File: src/rtl/feeder_pkg.sv
// Shared types for the input feeder and the layer controller.
package feeder_pkg;

  typedef enum logic [1:0] {
    ST_IDLE,
    ST_STREAM,
    ST_DONE
  } state_e;

  // Occupancy counter width: must represent 0..depth inclusive.
  function automatic int unsigned count_width(input int unsigned depth);
    return $clog2(depth) + 1;
  endfunction

endpackage

File: src/rtl/feeder_fifo.sv
// Circular operand buffer: storage, wrapping pointers and occupancy count.
module feeder_fifo
  import feeder_pkg::*;
#(
  parameter int unsigned BITWIDTH = 16,
  parameter int unsigned DEPTH    = 8
) (
  input  logic                  i_clk,
  input  logic                  i_rst_n,
  input  logic                  i_push,
  input  logic [BITWIDTH-1:0]   i_push_data,
  input  logic                  i_pop,
  output logic [BITWIDTH-1:0]   o_head,
  output logic [$clog2(DEPTH):0] o_count,
  output logic                  o_wr_ready
);

  localparam int unsigned PW = $clog2(DEPTH);
  localparam int unsigned CW = count_width(DEPTH);
  localparam logic [CW-1:0] FULL = CW'(DEPTH);

  logic [BITWIDTH-1:0] r_mem [DEPTH];
  logic [PW-1:0]       r_wr_ptr;
  logic [PW-1:0]       r_rd_ptr;
  logic [CW-1:0]       r_count;
  logic                w_push_ok;

  // No write-through at full, even when a pop happens in the same cycle.
  assign o_wr_ready = (r_count < FULL);
  assign w_push_ok  = i_push && o_wr_ready;
  assign o_head     = r_mem[r_rd_ptr];
  assign o_count    = r_count;

  always_ff @(posedge i_clk or negedge i_rst_n) begin
    if (!i_rst_n) begin
      r_wr_ptr <= '0;
      r_rd_ptr <= '0;
      r_count  <= '0;
    end else begin
      if (w_push_ok) r_wr_ptr <= r_wr_ptr + 1'b1;
      if (i_pop)     r_rd_ptr <= r_rd_ptr + 1'b1;
      case ({w_push_ok, i_pop})
        2'b10:   r_count <= r_count + 1'b1;
        2'b01:   r_count <= r_count - 1'b1;
        default: r_count <= r_count;
      endcase
    end
  end

  always_ff @(posedge i_clk) begin
    if (w_push_ok) r_mem[r_wr_ptr] <= i_push_data;
  end

endmodule

File: src/rtl/input_feeder.sv
// Streams a controller-specified burst of buffered operands to the compute lanes
// through a registered valid/ready output stage.
module input_feeder
  import feeder_pkg::*;
#(
  parameter int unsigned BITWIDTH = 16,
  parameter int unsigned DEPTH    = 8,
  parameter int unsigned LEN_W    = 8
) (
  input  logic                        i_clk,
  input  logic                        i_rst_n,
  input  logic                        i_wr_valid,
  output logic                        o_wr_ready,
  input  logic signed [BITWIDTH-1:0]  i_wr_data,
  input  logic                        i_start,
  input  logic [LEN_W-1:0]            i_len,
  output logic                        o_busy,
  output logic signed [BITWIDTH-1:0]  o_data,
  output logic                        o_valid,
  input  logic                        i_ready,
  output logic                        o_done,
  output logic [$clog2(DEPTH):0]      o_count
);

  state_e                r_state;
  logic [LEN_W-1:0]      r_len;
  logic [LEN_W-1:0]      r_issued;
  logic [LEN_W-1:0]      r_accepted;
  logic [BITWIDTH-1:0]   r_data;
  logic                  r_valid;
  logic                  r_done;

  logic [BITWIDTH-1:0]   w_head;
  logic [$clog2(DEPTH):0] w_count;
  logic                  w_pop;
  logic                  w_xfer;
  logic [LEN_W-1:0]      w_acc_next;

  feeder_fifo #(
    .BITWIDTH (BITWIDTH),
    .DEPTH    (DEPTH)
  ) u_fifo (
    .i_clk       (i_clk),
    .i_rst_n     (i_rst_n),
    .i_push      (i_wr_valid),
    .i_push_data (i_wr_data),
    .i_pop       (w_pop),
    .o_head      (w_head),
    .o_count     (w_count),
    .o_wr_ready  (o_wr_ready)
  );

  assign w_xfer     = r_valid && i_ready;
  assign w_pop      = (r_state == ST_STREAM) && (r_issued < r_len) && (w_count != '0) &&
                      (!r_valid || i_ready);
  assign w_acc_next = w_xfer ? r_accepted + 1'b1 : r_accepted;

  always_ff @(posedge i_clk or negedge i_rst_n) begin
    if (!i_rst_n) begin
      r_state    <= ST_IDLE;
      r_len      <= '0;
      r_issued   <= '0;
      r_accepted <= '0;
      r_data     <= '0;
      r_valid    <= 1'b0;
      r_done     <= 1'b0;
    end else begin
      r_done <= 1'b0;
      if (w_xfer) r_accepted <= r_accepted + 1'b1;
      if (w_pop) begin
        r_data   <= w_head;
        r_valid  <= 1'b1;
        r_issued <= r_issued + 1'b1;
      end else if (w_xfer) begin
        r_valid <= 1'b0;
      end
      case (r_state)
        ST_IDLE: begin
          if (i_start) begin
            r_state    <= ST_STREAM;
            r_len      <= i_len;
            r_issued   <= '0;
            r_accepted <= '0;
          end
        end
        ST_STREAM: begin
          // A zero-length burst falls straight through on the first STREAM cycle.
          if (w_acc_next == r_len) begin
            r_state <= ST_DONE;
            r_done  <= 1'b1;
          end
        end
        ST_DONE: r_state <= ST_IDLE;
        default: r_state <= ST_IDLE;
      endcase
    end
  end

  assign o_busy  = (r_state != ST_IDLE);
  assign o_data  = r_data;
  assign o_valid = r_valid;
  assign o_done  = r_done;
  assign o_count = w_count;

endmodule
File: config.mk
export PLATFORM = sky130hd
export DESIGN_NAME = input_feeder
export DESIGN_NICKNAME = d
export VERILOG_FILES = /design/src/rtl/feeder_pkg.sv /design/src/rtl/feeder_fifo.sv /design/src/rtl/input_feeder.sv
export SDC_FILE = /design/constraint.sdc
export NUM_CORES = 1
export LEC_CHECK = 0
export CAP_MARGIN = 20
export CORE_MARGIN = 1.5
export CORE_UTILIZATION = 65
export CTS_BUF_LIST = sky130_fd_sc_hd__clkbuf_4 sky130_fd_sc_hd__clkbuf_8
export CTS_CLUSTER_DIAMETER = 40
export DETAILED_ROUTE_END_ITERATION = 8
export HOLD_SLACK_MARGIN = 0.12
export PLACE_DENSITY = 0.95
export SLEW_MARGIN = 20
export SYNTH_ARGS = -nofsm -noshare
export SYNTH_HDL_FRONTEND = slang
export SYNTH_HIERARCHICAL = 1
export SYNTH_SLANG_ARGS = --single-unit
File: constraint.sdc
create_clock -name i_clk -period 7.2 [get_ports i_clk]
set_clock_uncertainty 0.05 [all_clocks]
set_input_delay 1.44 -clock i_clk [delete_from_list [all_inputs] [get_ports i_clk]]
set_output_delay 1.44 -clock i_clk [all_outputs]
set_load 0.1 [all_outputs]
---- Yosys cells after proc, flatten, opt, wreduce, memory -nomap -nowiden ----
Memory sizes are Yosys's and may differ from the RTL's. A register that Yosys moved wholly into a read port is not among the register bits.
Index checks and enable logic that the tools add are counted.
storage, ports and cells
  register bits ........................... 38
  bits in latches ......................... 0
  bits in writable memories ............... 128
  ROM bits ................................ 0
  bits of input ports ..................... 29
  memories ................................ 1
operators by class
  add/subtract/negate cells ............... 6
  multipliers ............................. 0
  divide/modulo/power cells ............... 0
  magnitude comparators ................... 2
  equal/unequal tests ..................... 6
  shift-type cells ........................ 0
  multiplexer cells ....................... 16
  bitwise operators ....................... 0
  reduce and logical (&&, ||, !) cells .... 15
memories
  name          depth  width  rd ports  clocked after memory_dff  write ports  RTL line           RTL
  u_fifo.r_mem  8      16     1         1                         1            feeder_fifo.sv:22  logic [BITWIDTH-1:0] r_mem [DEPTH];
operators by type and width
  kind                   number
  $mux W8                6
  $add A8 B1 Y8 const B  2
  $eq A8 B8 Y1           1
  $lt A8 B8 Y1           1
  $pmux W4 S2            1
  $add A3 B1 Y3 const B  2
  $mux W1                6
  $reduce_bool A2 Y1     3
  $logic_and A1 B1 Y1    5
  $add A4 B1 Y4 const B  1
  $eq A2 B1 Y1 const B   2
  $lt A4 B4 Y1 const B   1
  $mux W2                2
  $pmux W2 S2            1
  $reduce_and A2 Y1      2
  $reduce_bool A4 Y1     1
  $sub A4 B1 Y4 const B  1
  $eq A2 B2 Y1 const B   1
  $logic_not A1 Y1       2
  $logic_not A2 Y1       1
  $ne A2 B1 Y1 const B   1
  $ne A2 B2 Y1 const B   1
  $logic_or A1 B1 Y1     1

---- Depth between registers and ports, before layout ----
  word-level depth ........................ 7
  depth in mapped cells ................... 14

---- By module ----
The synthesis kept the hierarchy.
modules (own cells, without submodules)
  module        times used  cells each  area an instance (um2)  sequential area each (um2)
  feeder_fifo   1           240         5465.2                  4093.9
  input_feeder  1           209         2234.6                  1101.1

---- Least setup slack after synthesis ----
OpenSTA, ideal clock, no wires.
  path type ............................... input to register
  start point ............................. in i_wr_valid
  end point ............................... mem u_fifo.r_mem[1][0], enable pin
  library setup time ...................... 0.409 ns
  arrival ................................. 3.061 ns
  data required time ...................... 6.741 ns
  setup slack ............................. 3.680 ns
  cell stages on the path ................. 3
  path buffers ............................ 0
  cells stage by stage .................... nor2b_1 > nand2_1 > nor3_1
between the ends
  cells in the longest elaborated chain, start to end .. 3
ends and longest elaborated chain
  what                           RTL line            RTL
  from (decl)                    input_feeder.sv:12  input logic i_wr_valid,
  $logic_and A1 B1 Y1            feeder_fifo.sv:30   assign w_push_ok = i_push && o_wr_ready;
  $mux W1                        feeder_fifo.sv:51   if (w_push_ok) r_mem[r_wr_ptr] <= i_push_data;
  $mux W1 (not written as such)  feeder_fifo.sv:51
  to (decl)                      feeder_fifo.sv:22
Every way passes these cells.

---- Worst setup path after layout ----
  start point ............................. in i_ready
  end point ............................... reg u_fifo.r_count[2] (netlist: u_fifo/o_count[2])
between the ends
  cells in the longest elaborated chain, start to end .. 4
ends and longest elaborated chain
  what                                               RTL line            RTL
  from (decl)                                        input_feeder.sv:20  input logic i_ready,
  $logic_or A1 B1 Y1 (*)                             input_feeder.sv:55  (!r_valid || i_ready);
  $logic_and A1 B1 Y1 (*)                            input_feeder.sv:54  assign w_pop = (r_state == ST_STREAM) && (r_issued < r_len) && (w_count != '0) &&
  $eq A2 B1 Y1 or $eq A2 B2 Y1 (tied branches)       feeder_fifo.sv:42   case ({w_push_ok, i_pop})
  $pmux W4 S2 or $reduce_bool A2 Y1 (tied branches)  n/a
  to (signal assigned)                               feeder_fifo.sv:43   2'b10: r_count <= r_count + 1'b1;
  to (signal assigned)                               feeder_fifo.sv:44   2'b01: r_count <= r_count - 1'b1;
  to (signal assigned)                               feeder_fifo.sv:45   default: r_count <= r_count;
  to (decl)                                          feeder_fifo.sv:25   logic [CW-1:0] r_count;
Every way passes the cells marked *; elsewhere a longest branch is shown, timed or not.
A chain may end at the register's enable or synchronous reset.

==> results.rst <==
.. list-table::
   :header-rows: 1

   * - Metric
     - Value
   * - Number of distinct library cells after synthesis
     - 46
   * - Number of instances in the synthesized netlist
     - 449
   * - Register-to-Register Setup Slack
     - 3330 ps
   * - Longest individual stage delay on the worst path
     - 830 ps
   * - Htree depth
     - 4
   * - Maximum VDD drop
     - 333 µV
   * - Share of Yosys cell area claimed by the top area cell type
     - 49.9%
   * - Top cell type by total area after synthesis
     - edfxtp_1
   * - Leading post-synthesis cells by cell area
     - edfxtp_1, dfrtp_1, mux4_1
   * - Finished Cell Area
     - 0.00877 mm²
   * - Crit path cell chain
     - clkdlybuf4s50_1 -> nand2b_1 -> nand2_1 -> a21oi_4 -> ha_1 -> xor2_1 -> ha_1 -> a21oi_1 -> xnor2_1 -> nor2_1 -> xor2_1
   * - Root buffer selected by CTS
     - clkbuf_8
   * - Post-layout nets
     - 558
   * - Number of DRC violations after detailed routing
     - 0
   * - Core area
     - 0.0115 mm²
   * - Total number of vias
     - 4341
   * - Met1 wire length
     - 5.99 mm
   * - First-pass GRT wire length
     - 25.1 mm
   * - Maximum clock path buffer count
     - 2
   * - Mean instance size in the synthesized netlist
     - 17.1 µm²
   * - Final setup fails
     - 0
   * - Antenna violation net count after detailed routing
     - 0
   * - Number of iterations in the first detailed-routing pass
     - 5
   * - Vias in the first global route
     - 4601
   * - Count of antenna diodes in the layout
     - 0
   * - Overall power after layout
     - 3.86 mW
   * - Final weighted congestion in routability-driven placement
     - between 0.8 and 0.9
   * - Hold bufs inserted after CTS
     - 0
   * - Largest net degree at the start of global routing
     - 55
   * - Clock period minus final worst setup slack
     - 4120 ps
   * - Cell with the most instances after synthesis
     - edfxtp_1
   * - Startpoint-to-endpoint class of the critical path
     - in -> reg
   * - Clock Sinks
     - 182
   * - Total die area
     - 0.0125 mm²
   * - Wire length reported by the detailed router
     - 15.8 mm
   * - Initial Utilization
     - 67.1%
   * - Portion of the clock cycle consumed by the worst path in the final layout
     - ~57%
   * - Sum of net half-perimeters after detailed placement
     - 10.3 mm
   * - Top achievable clock speed
     - 243 MHz
   * - Count of final max-slew check failures
     - 0
   * - Number of flip-flops and latches in the synthesized netlist
     - 182
   * - Dominant synthesized flop cell
     - edfxtp_1
   * - Average vias per placed instance
     - 6.47
   * - Post-synthesis instance area
     - between 0.007 and 0.008 mm²
   * - Max transition margin
     - 25.1%
   * - Routed len/inst
     - 23.5 µm
   * - Horizontal extent of the die
     - ~110 µm
   * - Total nets after synthesis
     - between 400 and 500
   * - Most instantiated cells after synthesis
     - edfxtp_1, dfrtp_1, mux2_2, nand2_1, mux4_1
   * - Share of the yosys chip area belonging to registers
     - 67.5%
   * - Required time of the critical path
     - 7530 ps
   * - Top routing layer used
     - met4
   * - Cell Rows
     - 39
   * - Antenna violations before repair
     - 0
   * - Proportion of synthesized flip-flops having asynchronous set or reset
     - 29.7%
   * - I/O pin total
     - 53
   * - # resized after CTS
     - 0
   * - # Post-CTS Setup Buffers
     - 0
   * - Vertical die dimension
     - 112 µm
   * - Post-synth EDFFs
     - 128
   * - Clk_lat worst skew
     - 460 ps
   * - Number of port buffers
     - 52
   * - Kind of capture point of the worst setup path
     - register
   * - First DRT Iteration DRCs
     - about 400
   * - Crit path launch type
     - primary input
   * - Peak fanout along the critical path
     - 29
   * - Share of post-route cells with drive strength above 1
     - 17.8%
   * - Total overflow reported by the global router
     - 0
   * - WL met3
     - 825 µm
   * - Clock transition at the registers of the reported paths
     - 90 ps
   * - Yosys warning count
     - 6
   * - Critical-path top delay cell
     - a21oi_4
   * - Total placed instance area
     - between 0.008 and 0.009 mm²
   * - Worst path arrival time
     - roughly 4500 ps
   * - Global-route total usage across every layer
     - between 20% and 30%
   * - Class of the most critical hold timing path
     - reg -> reg
   * - Area grow syn2layout
     - 13.9%
   * - Pwr dens
     - 440 mW/mm²
   * - Num CTS Buffers
     - 17
   * - RSZ-0062 raised after global routing
     - no
   * - Worst Max-Slew Pin Slew
     - 1120 ps
   * - Outcome
     - finished, final reports clean
   * - Leakage
     - 3.24 nW
   * - Final hold vios
     - 0
   * - Met2 wire len
     - 8.50 mm
   * - Setup TNS Final
     - 0 ps
   * - Maximum capacitance violations
     - 0
   * - Clock tree from TritonCTS
     - built
## worst max-delay path, delay by kind of cell
family,cells,cell delay (ps)
buffers and inverters,1,600
adders and majority gates,2,540
xor gates and xnor gates,3,560
AOI/OAI and AO/OA,2,880
and+or+nand+nor,3,430
## per-layer routing
| metal | vias up | track usage [%] |
|---|---|---|
| met2 | 195 | 46.3 |
| met1 | 2227 | 33.6 |
| li1 | 1878 | - |
| met5 | - | 0 |
| met4 | 0 | 13.4 |
| met3 | 41 | 5.61 |
## power breakdown
group / leakage, nW / total (mW) / internal (mW) / switching (mW)
registers: 1.80 / 1.53 / 1.34 / 0.193
logic: 1.25 / 1.66 / 0.633 / 1.03
clock network: 0.197 / 0.670 / 0.302 / 0.368
total: 3.24 / 3.86 / 2.27 / 1.59
## metrics by stage
step / hold WS, ps / std cells / setup slack [ps] / utilization, %
floorplan: 376 / 449 / 3680 / -
global placement: 387 / 639 / 2910 / 73.1
detailed placement: 404 / 639 / 2660 / 73.1
CTS: 413 / 671 / 3140 / 76.5
global route: 418 / 671 / 2940 / 76.5
finish: 409 / 671 / 3080 / 76.5
## flip-flops by register name, indices dropped and copies added, names as in the netlist
name and cells:
o_data 16, u_fifo/r_rd_ptr 3, r_issued 8, o_valid 1, u_fifo/r_mem 128, o_done 1
u_fifo/o_count 4, u_fifo/r_wr_ptr 3, r_state 2, r_len 8, r_accepted 8
## layout by cell type (no fill, tap or decap), types with 3 or more instances in the layout
cell type and count:
edfxtp_1 128, dfrtp_1 54, clkdlybuf4s50_1 51, mux2_2 35, nand2_1 33, mux4_1 25, clkbuf_8 19, nor2_1 18
ha_1 14, inv_1 13, xnor2_1 12, o21ai_0 10, buf_4 9, a21oi_1 8, xor2_1 8, mux4_2 8
nand2b_1 7, nand4_1 7, mux2i_1 7, nand3_1 6, nor4_1 5, nor2b_1 5, clkinv_4 4, and3_1 3
and2_1 3, inv_6 3
## layout make-up
cell class | instances | area (µm²)
multi-input cells | 240 | 2370
clock buffers | 20 | 269
repair buffers | 61 | 583
flip-flops and latches | 182 | 5190
fillers | 601 | 2700
clock inverters | 12 | 119
inverters | 13 | 48.8
well taps | 143 | 179
## final timing paths
check | startpoint | end | cells past startpoint
max | i_ready | u_fifo/o_count[2] | 11
min | r_state[1] | r_state[0] | 1
max reg2reg | r_len[7] | u_fifo/o_count[2] | 12
min reg2reg | r_state[1] | r_state[0] | 1
max in group asynchronous | i_rst_n | o_data[0] | 2
min in group asynchronous | i_rst_n | o_data[11] | 2
## logic make-up (layout without fill, tap and decap cells)
logic type	Yosys count	in the layout	share of synthesized area, %
compound gates	32	32	2.86
mux	75	75	16.9
flops	182	182	67.5
xor+xnor	20	20	2.27
simple gates	99	99	6.32
fa+ha+maj	14	14	2.27
buf+inv	27	106	1.90
Power figures use the tool's default switching activity.
